$ cat src/rtl/io_stall_arbiter_pkg.sv
// Shared definitions for the I/O stall arbiter and its round-robin picker.
package io_stall_arbiter_pkg;

  typedef enum logic [1:0] {
    ST_IDLE   = 2'd0,
    ST_GRANT  = 2'd1,
    ST_RESUME = 2'd2
  } state_e;

  // Requester slots in priority-ring order
  localparam int REQ_INPUT  = 0;
  localparam int REQ_OUTPUT = 1;
  localparam int REQ_LCD    = 2;
  localparam int REQ_IRQ    = 3;

endpackage

$ cat src/rtl/io_stall_arbiter_rr_picker.sv
// Combinational round-robin picker: first set request searching upward from
// last+1, wrapping modulo N. Shared with the interrupt controller.
module rr_picker #(
  parameter  int N  = 4,
  localparam int IW = (N > 1) ? $clog2(N) : 1
) (
  input  logic [N-1:0]  req,
  input  logic [IW-1:0] last,
  output logic          valid,
  output logic [IW-1:0] sel
);

  // Walk the ring from farthest to nearest so the nearest hit overwrites
  always_comb begin
    valid = 1'b0;
    sel   = last;
    for (int k = N; k >= 1; k--) begin
      logic [IW-1:0] idx;
      idx = IW'((int'(last) + k) % N);
      if (req[idx]) begin
        valid = 1'b1;
        sel   = idx;
      end
    end
  end

endmodule

$ cat src/rtl/io_stall_arbiter.sv
// I/O stall arbiter: grants one requester the frozen-CPU window at a time,
// drives stop while granted, then holds a guard window of cpu_tick edges so
// the CPU can step past the requesting instruction.
module io_stall_arbiter
  import io_stall_arbiter_pkg::*;
#(
  parameter  int N_REQ         = 4,
  parameter  int RESUME_TICKS  = 2,
  parameter  int TIMEOUT_WIDTH = 24,
  localparam int IW            = (N_REQ > 1) ? $clog2(N_REQ) : 1,
  localparam int RW            = (RESUME_TICKS > 0) ? $clog2(RESUME_TICKS + 1) : 1
) (
  input  logic             clk,
  input  logic             reset,
  input  logic             cpu_tick,
  input  logic [N_REQ-1:0] req,
  input  logic [N_REQ-1:0] done,
  input  logic             clr_err,
  output logic [N_REQ-1:0] grant,
  output logic [IW-1:0]    grant_id,
  output logic             stop,
  output logic             guard,
  output logic             timeout_err
);

  state_e                   state_q, state_d;
  logic [N_REQ-1:0]         grant_q, grant_d;
  logic [IW-1:0]            id_q, id_d;
  logic [IW-1:0]            last_q, last_d;
  logic [RW-1:0]            rcnt_q, rcnt_d;
  logic [TIMEOUT_WIDTH-1:0] wd_q, wd_d;
  logic                     err_q, err_d;
  logic                     stop_q, stop_d;
  logic                     guard_q, guard_d;

  logic                     pick_valid;
  logic [IW-1:0]            pick_sel;
  logic [TIMEOUT_WIDTH-1:0] wd_inc;
  logic                     rel, tmo;

  rr_picker #(.N(N_REQ)) u_pick (
    .req   (req),
    .last  (last_q),
    .valid (pick_valid),
    .sel   (pick_sel)
  );

  // State register: all state and outputs are flops
  always_ff @(posedge clk or posedge reset) begin
    if (reset) begin
      state_q <= ST_IDLE;
      grant_q <= '0;
      id_q    <= '0;
      last_q  <= IW'(N_REQ - 1);
      rcnt_q  <= '0;
      wd_q    <= '0;
      err_q   <= 1'b0;
      stop_q  <= 1'b0;
      guard_q <= 1'b0;
    end else begin
      state_q <= state_d;
      grant_q <= grant_d;
      id_q    <= id_d;
      last_q  <= last_d;
      rcnt_q  <= rcnt_d;
      wd_q    <= wd_d;
      err_q   <= err_d;
      stop_q  <= stop_d;
      guard_q <= guard_d;
    end
  end

  // Next state: arbitration, release priority, watchdog and guard countdown
  always_comb begin
    state_d = state_q;
    id_d    = id_q;
    last_d  = last_q;
    rcnt_d  = rcnt_q;
    wd_d    = wd_q;
    rel     = 1'b0;
    tmo     = 1'b0;
    // Saturating increment; release fires as the count lands on all-ones
    wd_inc  = (wd_q == '1) ? wd_q : wd_q + 1'b1;
    case (state_q)
      ST_IDLE: begin
        if (pick_valid) begin
          id_d    = pick_sel;
          wd_d    = '0;
          state_d = ST_GRANT;
        end
      end
      ST_GRANT: begin
        // Owner completion beats abort beats watchdog; foreign done is ignored
        if (done[id_q])          rel = 1'b1;
        else if (!req[id_q])     rel = 1'b1;
        else if (wd_inc == '1) begin
          rel  = 1'b1;
          tmo  = 1'b1;
          wd_d = wd_inc;
        end else                 wd_d = wd_inc;
        if (rel) begin
          last_d = id_q;
          if (RESUME_TICKS == 0) state_d = ST_IDLE;
          else begin
            rcnt_d  = RW'(RESUME_TICKS);
            state_d = ST_RESUME;
          end
        end
      end
      ST_RESUME: begin
        if (cpu_tick) begin
          rcnt_d = rcnt_q - 1'b1;
          if (rcnt_q == RW'(1)) state_d = ST_IDLE;
        end
      end
      default: state_d = ST_IDLE;
    endcase
    // A timeout in the same cycle as clr_err leaves the flag set
    err_d = (err_q & ~clr_err) | tmo;
  end

  // Outputs: decoded from the next state so they come straight off flops
  always_comb begin
    grant_d = '0;
    stop_d  = 1'b0;
    guard_d = (state_d == ST_RESUME);
    if (state_d == ST_GRANT) begin
      grant_d[id_d] = 1'b1;
      stop_d        = 1'b1;
    end
  end

  assign grant       = grant_q;
  assign grant_id    = id_q;
  assign stop        = stop_q;
  assign guard       = guard_q;
  assign timeout_err = err_q;

endmodule

$ cat config.mk
export PLATFORM = sky130hd
export DESIGN_NAME = io_stall_arbiter
export DESIGN_NICKNAME = d
export VERILOG_FILES = /design/src/rtl/io_stall_arbiter_pkg.sv /design/src/rtl/io_stall_arbiter_rr_picker.sv /design/src/rtl/io_stall_arbiter.sv
export SDC_FILE = /design/constraint.sdc
export NUM_CORES = 1
export LEC_CHECK = 0
export ABC_AREA = 0
export CORE_MARGIN = 8
export CORE_UTILIZATION = 55
export CTS_CLUSTER_DIAMETER = 150
export DETAILED_ROUTE_END_ITERATION = 10
export GPL_TIMING_DRIVEN = 1
export PLACE_DENSITY_LB_ADDON = 0.08
export SYNTH_ARGS = -nofsm -noshare
export SYNTH_HDL_FRONTEND = slang
export SYNTH_HIERARCHICAL = 1
export SYNTH_SLANG_ARGS = --single-unit
$ cat constraint.sdc
create_clock -name clk -period 3.6 [get_ports clk]
set_input_delay 0.36 -clock clk [delete_from_list [all_inputs] [get_ports clk]]
set_output_delay 0.36 -clock clk [all_outputs]
set_load 0.01 [all_outputs]
Word level (Yosys, flattened, before mapping)
Index checks and enable logic that the tools add are counted.
{"block": "op_classes", "n_lt_le_gt_ge": 7, "bitwise": 3, "add_sub_neg": 6, "muxes": 46, "n_reduce_logical": 7, "eq_ne": 12}
{"operator": "2-to-1 mux 24 bit", "n": 4}
{"operator": "equality test 24 bit, second input constant", "n": 2}
{"operator": "case mux 24 bit (2 select lines)", "n": 1}
{"operator": "adder 24 x 1 -> 24 bit, second input constant", "n": 1}
{"operator": "2-to-1 mux 2 bit", "n": 12}
{"operator": "2-to-1 mux 1 bit", "n": 19}
{"operator": "< comparator 2 x 3 -> 1 bit, second input constant", "n": 6}
{"operator": "binary-select mux 1 bit (select 2 bit)", "n": 6}
{"operator": "inequality test 2 bit, second input constant", "n": 5}
{"operator": "equality test 2 x 1 -> 1 bit, second input constant", "n": 3}
{"operator": "case mux 2 bit (3 select lines)", "n": 1}
{"operator": "adder 2 x 1 -> 2 bit, second input constant", "n": 2}
{"operator": "adder 2 bit, second input constant", "n": 2}
{"operator": "equality test 2 bit, second input constant", "n": 2}
{"operator": "2-to-1 mux 4 bit", "n": 1}
{"operator": "case mux 2 bit (2 select lines)", "n": 1}
{"operator": "AND reduction 4 bit", "n": 1}
{"operator": "nonzero test 2 bit", "n": 2}
{"operator": "AND reduction 3 bit", "n": 1}
{"operator": "demux 1 bit (select 2 bit)", "n": 1}
{"operator": ">= comparator 2 x 1 -> 1 bit, second input constant", "n": 1}
{"operator": "zero test 2 bit", "n": 1}
{"operator": "AND reduction 2 bit", "n": 1}
{"operator": "subtractor 2 x 1 -> 2 bit, second input constant", "n": 1}
{"operator": "other kinds (4)", "n": 4}
{"block": "word_totals", "inputBits": 12, "out_inout_bits": 9, "register_bits": 39}

Depth between registers and ports, before layout
{"block": "depth", "word_depth": 14, "ltp_mapped": 10}

Modules after synthesis
Netlist, hierarchy kept.
{"module": "io_stall_arbiter", "cells_per_inst": 279, "area_per_inst_um2": 2453.6, "n_inst": 1}
{"module": "rr_picker", "cells_per_inst": 14, "area_per_inst_um2": 82.6, "n_inst": 1}

Worst setup path before layout
OpenSTA, ideal clock, no wires.
{"block": "synth_path", "kind": "reg-to-reg", "startpoint": "reg wd_q[1]", "endpoint": "reg last_q[0]", "period_less_slack_ns": 2.624, "path_stages_with_launch": 10, "setup_time_ns": 0.082, "path_buffers": 0, "t_arrival_ns": 2.541, "setup_slack_ns": 0.976, "required_time_ns": 3.518, "path_cell_list": "dfrtp_1 ha_1 nand3_1 nor2_2 o2111ai_1 xor2_1 nor4_1 nand4_1 a21o_1 mux2_4"}
{"block": "synth_via", "elab_chain_cells": 8}
{"item": "start, declared", "line": "io_stall_arbiter.sv:31", "rtl": "logic [TIMEOUT_WIDTH-1:0] wd_q, wd_d;"}
{"item": "start signal, assigned", "line": "io_stall_arbiter.sv:66", "rtl": "wd_q <= wd_d;"}
{"item": "adder 24 x 1 -> 24 bit / equality test 24 bit (equally long branches)", "line": "io_stall_arbiter.sv:83", "rtl": "wd_inc = (wd_q == '1) ? wd_q : wd_q + 1'b1;"}
{"item": "2-to-1 mux 24 bit *", "line": "io_stall_arbiter.sv:83"}
{"item": "equality test 24 bit *", "line": "io_stall_arbiter.sv:96", "rtl": "else if (wd_inc == '1) begin"}
{"item": "2-to-1 mux 1 bit *", "line": "io_stall_arbiter.sv:96"}
{"item": "2-to-1 mux 1 bit *", "line": "io_stall_arbiter.sv:95", "rtl": "else if (!req[id_q]) rel = 1'b1;"}
{"item": "2-to-1 mux 1 bit *", "line": "io_stall_arbiter.sv:94", "rtl": "if (done[id_q]) rel = 1'b1;"}
{"item": "2-to-1 mux 1 bit *", "line": "io_stall_arbiter.sv:84", "rtl": "case (state_q)"}
{"item": "AND reduction 2 bit (no source line) *"}
{"item": "end signal, assigned", "line": "io_stall_arbiter.sv:54", "rtl": "last_q <= IW'(N_REQ - 1);"}
{"item": "end signal, assigned", "line": "io_stall_arbiter.sv:64", "rtl": "last_q <= last_d;"}
{"item": "end, declared", "line": "io_stall_arbiter.sv:29", "rtl": "logic [IW-1:0] last_q, last_d;"}
Every way passes the cells marked *; elsewhere a longest branch is shown, timed or not. The select of a mux whose other input is x is not followed.
A chain may end at the register's enable or synchronous reset.

Worst setup path after layout
{"block": "layout_path", "startpoint": "reg wd_q[0]", "endpoint": "reg last_q[0]"}
The elaborated chain is that of the path after synthesis.

==> run_results.csv <==
group,metric,value,unit
drt,dr.max_layer_used,"met4",
synthesis,ys_types,59,
timing,relSlewSlack,34.7,%
global_routing,antenna_found_initial,0,
critical_path,end_kind,"flip-flop",
critical_path,criticalPathCategory,"reg2reg",
cells_and_area,nNetsFinal,321,
cts,clock_path_buffers,2,
timing,period_share,87.8,%
cts,clkLatencyLatePin,0.30,ns
cts,postCtsSetupBuffers,0,
placement,postPlaceCellArea,2750,µm²
cells_and_area,antenna_cells,0,
drt,wirelength,6.22,mm
cts,cts_tree,"yes",
drt,antenna_left,0,
critical_path,rr_worst_depth,9,
critical_path,crit_chain,"ha_1 > nand3_1 > nor2_2 > o2111ai_1 > xor2_1 > nor4_1 > nand4_1 > a21o_1 > mux2_4",
synthesis,syn-instance-count,293,
critical_path,critPathArrivalTime,3.40,ns
floorplan,start_util,57.5,%
status,status,"finished clean",
timing,worst_pin_slew,0.979,ns
hold_path,hp-class,"reg2reg",
floorplan,die-area,7040,µm²
placement,place_worst_setup_slack,0.502,ns
drt,initialDrtViolationCount,228,
cells_and_area,drive_gt1_share,9.74,%
drt,met2_length,2.74,mm
placement,place.gp.congestion,0.906,
critical_path,critPathRequiredTime,3.84,ns
synthesis,synth.net_count,307,
synthesis,syn_area,2540,µm²
pwr,total_power,1.61,mW
pwr,ir_drop,0.412,mV
drt,vias_per_cell,6.52,
cts,hold_buffers,0,
global_routing,grt.overflow.total,0,
synthesis,yosysWarnings,6,
drt,wl_met3,540,µm
critical_path,cp_max_fo,10,
cts,post_cts_resized,0,
cts,htree_levels,2,
floorplan,boundaryPins,21,
timing,period_needed,3.16,ns
drt,wl_per_cell,17.3,µm
placement,port_buffers,20,
placement,dpl.hpwl,4.41,mm
floorplan,die_w,83.9,µm
drt,drt_pass1_iterations,5,
synthesis,synthArstFlopShare,100,%
timing,hold_violations,0,
synthesis,avgSynthCellArea,8.66,µm²
timing,finClkSkew,0.00804,ns
cells_and_area,final_core_util,64.6,%
timing,rsz0062_at_grt,"false",
synthesis,ys.flop_type,"dfrtp_1",
timing,finalMaxSlewViolations,0,
drt,drt-met1-wl,2.84,mm
global_routing,grt_pass1_wl,10.5,mm
cells_and_area,syn_to_final_growth,12.4,%
hold_path,whs_path_depth,1,
synthesis,yosysSeqAreaShare,38.6,%
synthesis,ys_seq_elements,39,
critical_path,max_stage_delay,0.51,ns
flow_run,maxCapViolations,0,
pwr,p_per_area,564,nW/µm²
synthesis,synth-edff-count,0,
drt,drc,0,
global_routing,grt_pass1_vias,2145,
floorplan,core,4410,µm²
cts,path_clk_slew,0.08,ns
global_routing,track_usage,18.0,%
timing,setup_tns,0,ns
timing,setup_viol,0,
global_routing,grt_max_degree,26,
cells_and_area,final_cell_area,2850,µm²
timing,setup_ws,0.438,ns
cts,ctsRootBufferMaster,"clkbuf_8",
timing,max_freq,316,MHz
pwr,power.leakage,1.12,nW
floorplan,rows,24,
critical_path,cp-start-kind,"flip-flop",
cells_and_area,nFillCells,363,
floorplan,die_y,83.9,µm
cts,cts_buffers,5,
drt,vias,2348,
critical_path,critPathSlowestCell,"dfrtp_1",
cts,cts.sinks,39,
## logic make-up after synthesis
family / share of synthesized area [%]
AND/OR/NAND/NOR: 26.7
XOR/XNOR: 3.11
flip-flops: 38.6
multiplexers: 2.76
adder cells (fa/ha/maj): 0.987
buffers and inverters: 5.08
AO/OA/AOI/OAI: 22.8
## metrics by stage
step                cells  hold slack, ns
finish                360           0.522
global route          360           0.558
CTS                   360           0.530
detailed placement    352           0.513
global placement      352           0.521
floorplan             293           0.459
## placed cells by master (no fill, tap or decap), drive strengths merged, types with 2 or more instances in the layout
master,count
inv,12
clkdlybuf4s50,20
mux2,2
o22ai,2
dfstp,2
a21oi,19
xnor2,6
xor2,3
nand4,13
a211oi,2
and4,2
ha,2
a21o,2
nor4,5
o31ai,12
o21ai,29
nand2,27
nand3,11
o211ai,4
nand3b,2
and3,2
or3,2
o221ai,2
clkbuf,7
dfrtp,37
nor2,25
and2,5
nor3,11
nand2b,5
nor2b,3
buf,4
mux2i,4
a31oi,7
## synthesized netlist by cell type (2+ instances only)
library cell,count,area [µm²]
dfrtp_1,37,926
o21ai_0,28,140
nand2_1,26,97.6
nor2_1,24,90.1
a21oi_1,19,95.1
inv_1,12,45.0
o31ai_1,12,90.1
nand3_1,11,55.1
nor3_1,11,55.1
nand4_1,9,56.3
a31oi_1,7,43.8
clkbuf_1,7,26.3
buf_2,6,30.0
xnor2_1,6,52.6
and2_1,5,31.3
nand2b_1,5,31.3
mux2i_1,4,40.0
o211ai_1,4,30.0
buf_4,3,22.5
nor2b_1,3,18.8
xor2_1,3,26.3
a21o_1,2,15.0
and3_1,2,12.5
and4_1,2,17.5
dfstp_2,2,52.6
ha_1,2,25.0
mux2_4,2,30.0
nand3b_1,2,15.0
nand4_2,2,25.0
nand4_4,2,42.5
nor4_1,2,12.5
nor4_2,2,25.0
o221ai_1,2,17.5
o22ai_1,2,12.5
## state kept, by name (all words and copies together), names as in the netlist
register,count
grant,4
grant_id,2
guard,1
last_q,2
rcnt_q,2
state_q,2
stop,1
timeout_err,1
wd_q,24
## path summary, 6_finish.rpt
check	endpoint	slack [ns]	from
worst max-delay path	last_q[0]	0.44	wd_q[0]
worst min-delay path	wd_q[23]	0.52	wd_q[23]
worst max register to register	last_q[0]	0.44	wd_q[0]
worst min register to register	wd_q[23]	0.52	wd_q[23]
max in group asynchronous	last_q[0]	2.20	reset
min in group asynchronous	wd_q[12]	0.59	reset
## layer usage
layer / vias to the layer above / GRT usage [%]
li1: 1107 / -
met1: 1121 / 24.3
met2: 110 / 26.5
met3: 10 / 5.37
met4: 0 / 6.28
met5: - / 0
## worst max-delay path: cells and delay by family, from the launching register on
family,cells,cell delay [ns]
simple gates,4,1.16
compound gates,2,0.58
flops,1,0.51
fa+ha+maj,1,0.33
mux,1,0.32
xor+xnor,1,0.20
## cell type report
class                   instances  area, µm²  share of cell area [%]
clock inverters                 1       7.51                   0.263
repair buffers                 24        230                    8.07
clock buffers                   7       96.3                    3.38
flip-flops and latches         39        978                    34.3
multi-input cells             225       1430                    50.1
well taps                      52       65.1                    2.28
inverters                      12       45.0                    1.58
## report_power, final
group / internal [mW] / total [mW] / switching [mW] / leakage [nW]
Sequential: 0.524 / 0.621 / 0.0972 / 0.518
Clock: 0.174 / 0.333 / 0.159 / 0.0505
Combinational: 0.273 / 0.654 / 0.380 / 0.549
Total: 0.971 / 1.61 / 0.636 / 1.12
(Power assumes the default switching activity.)
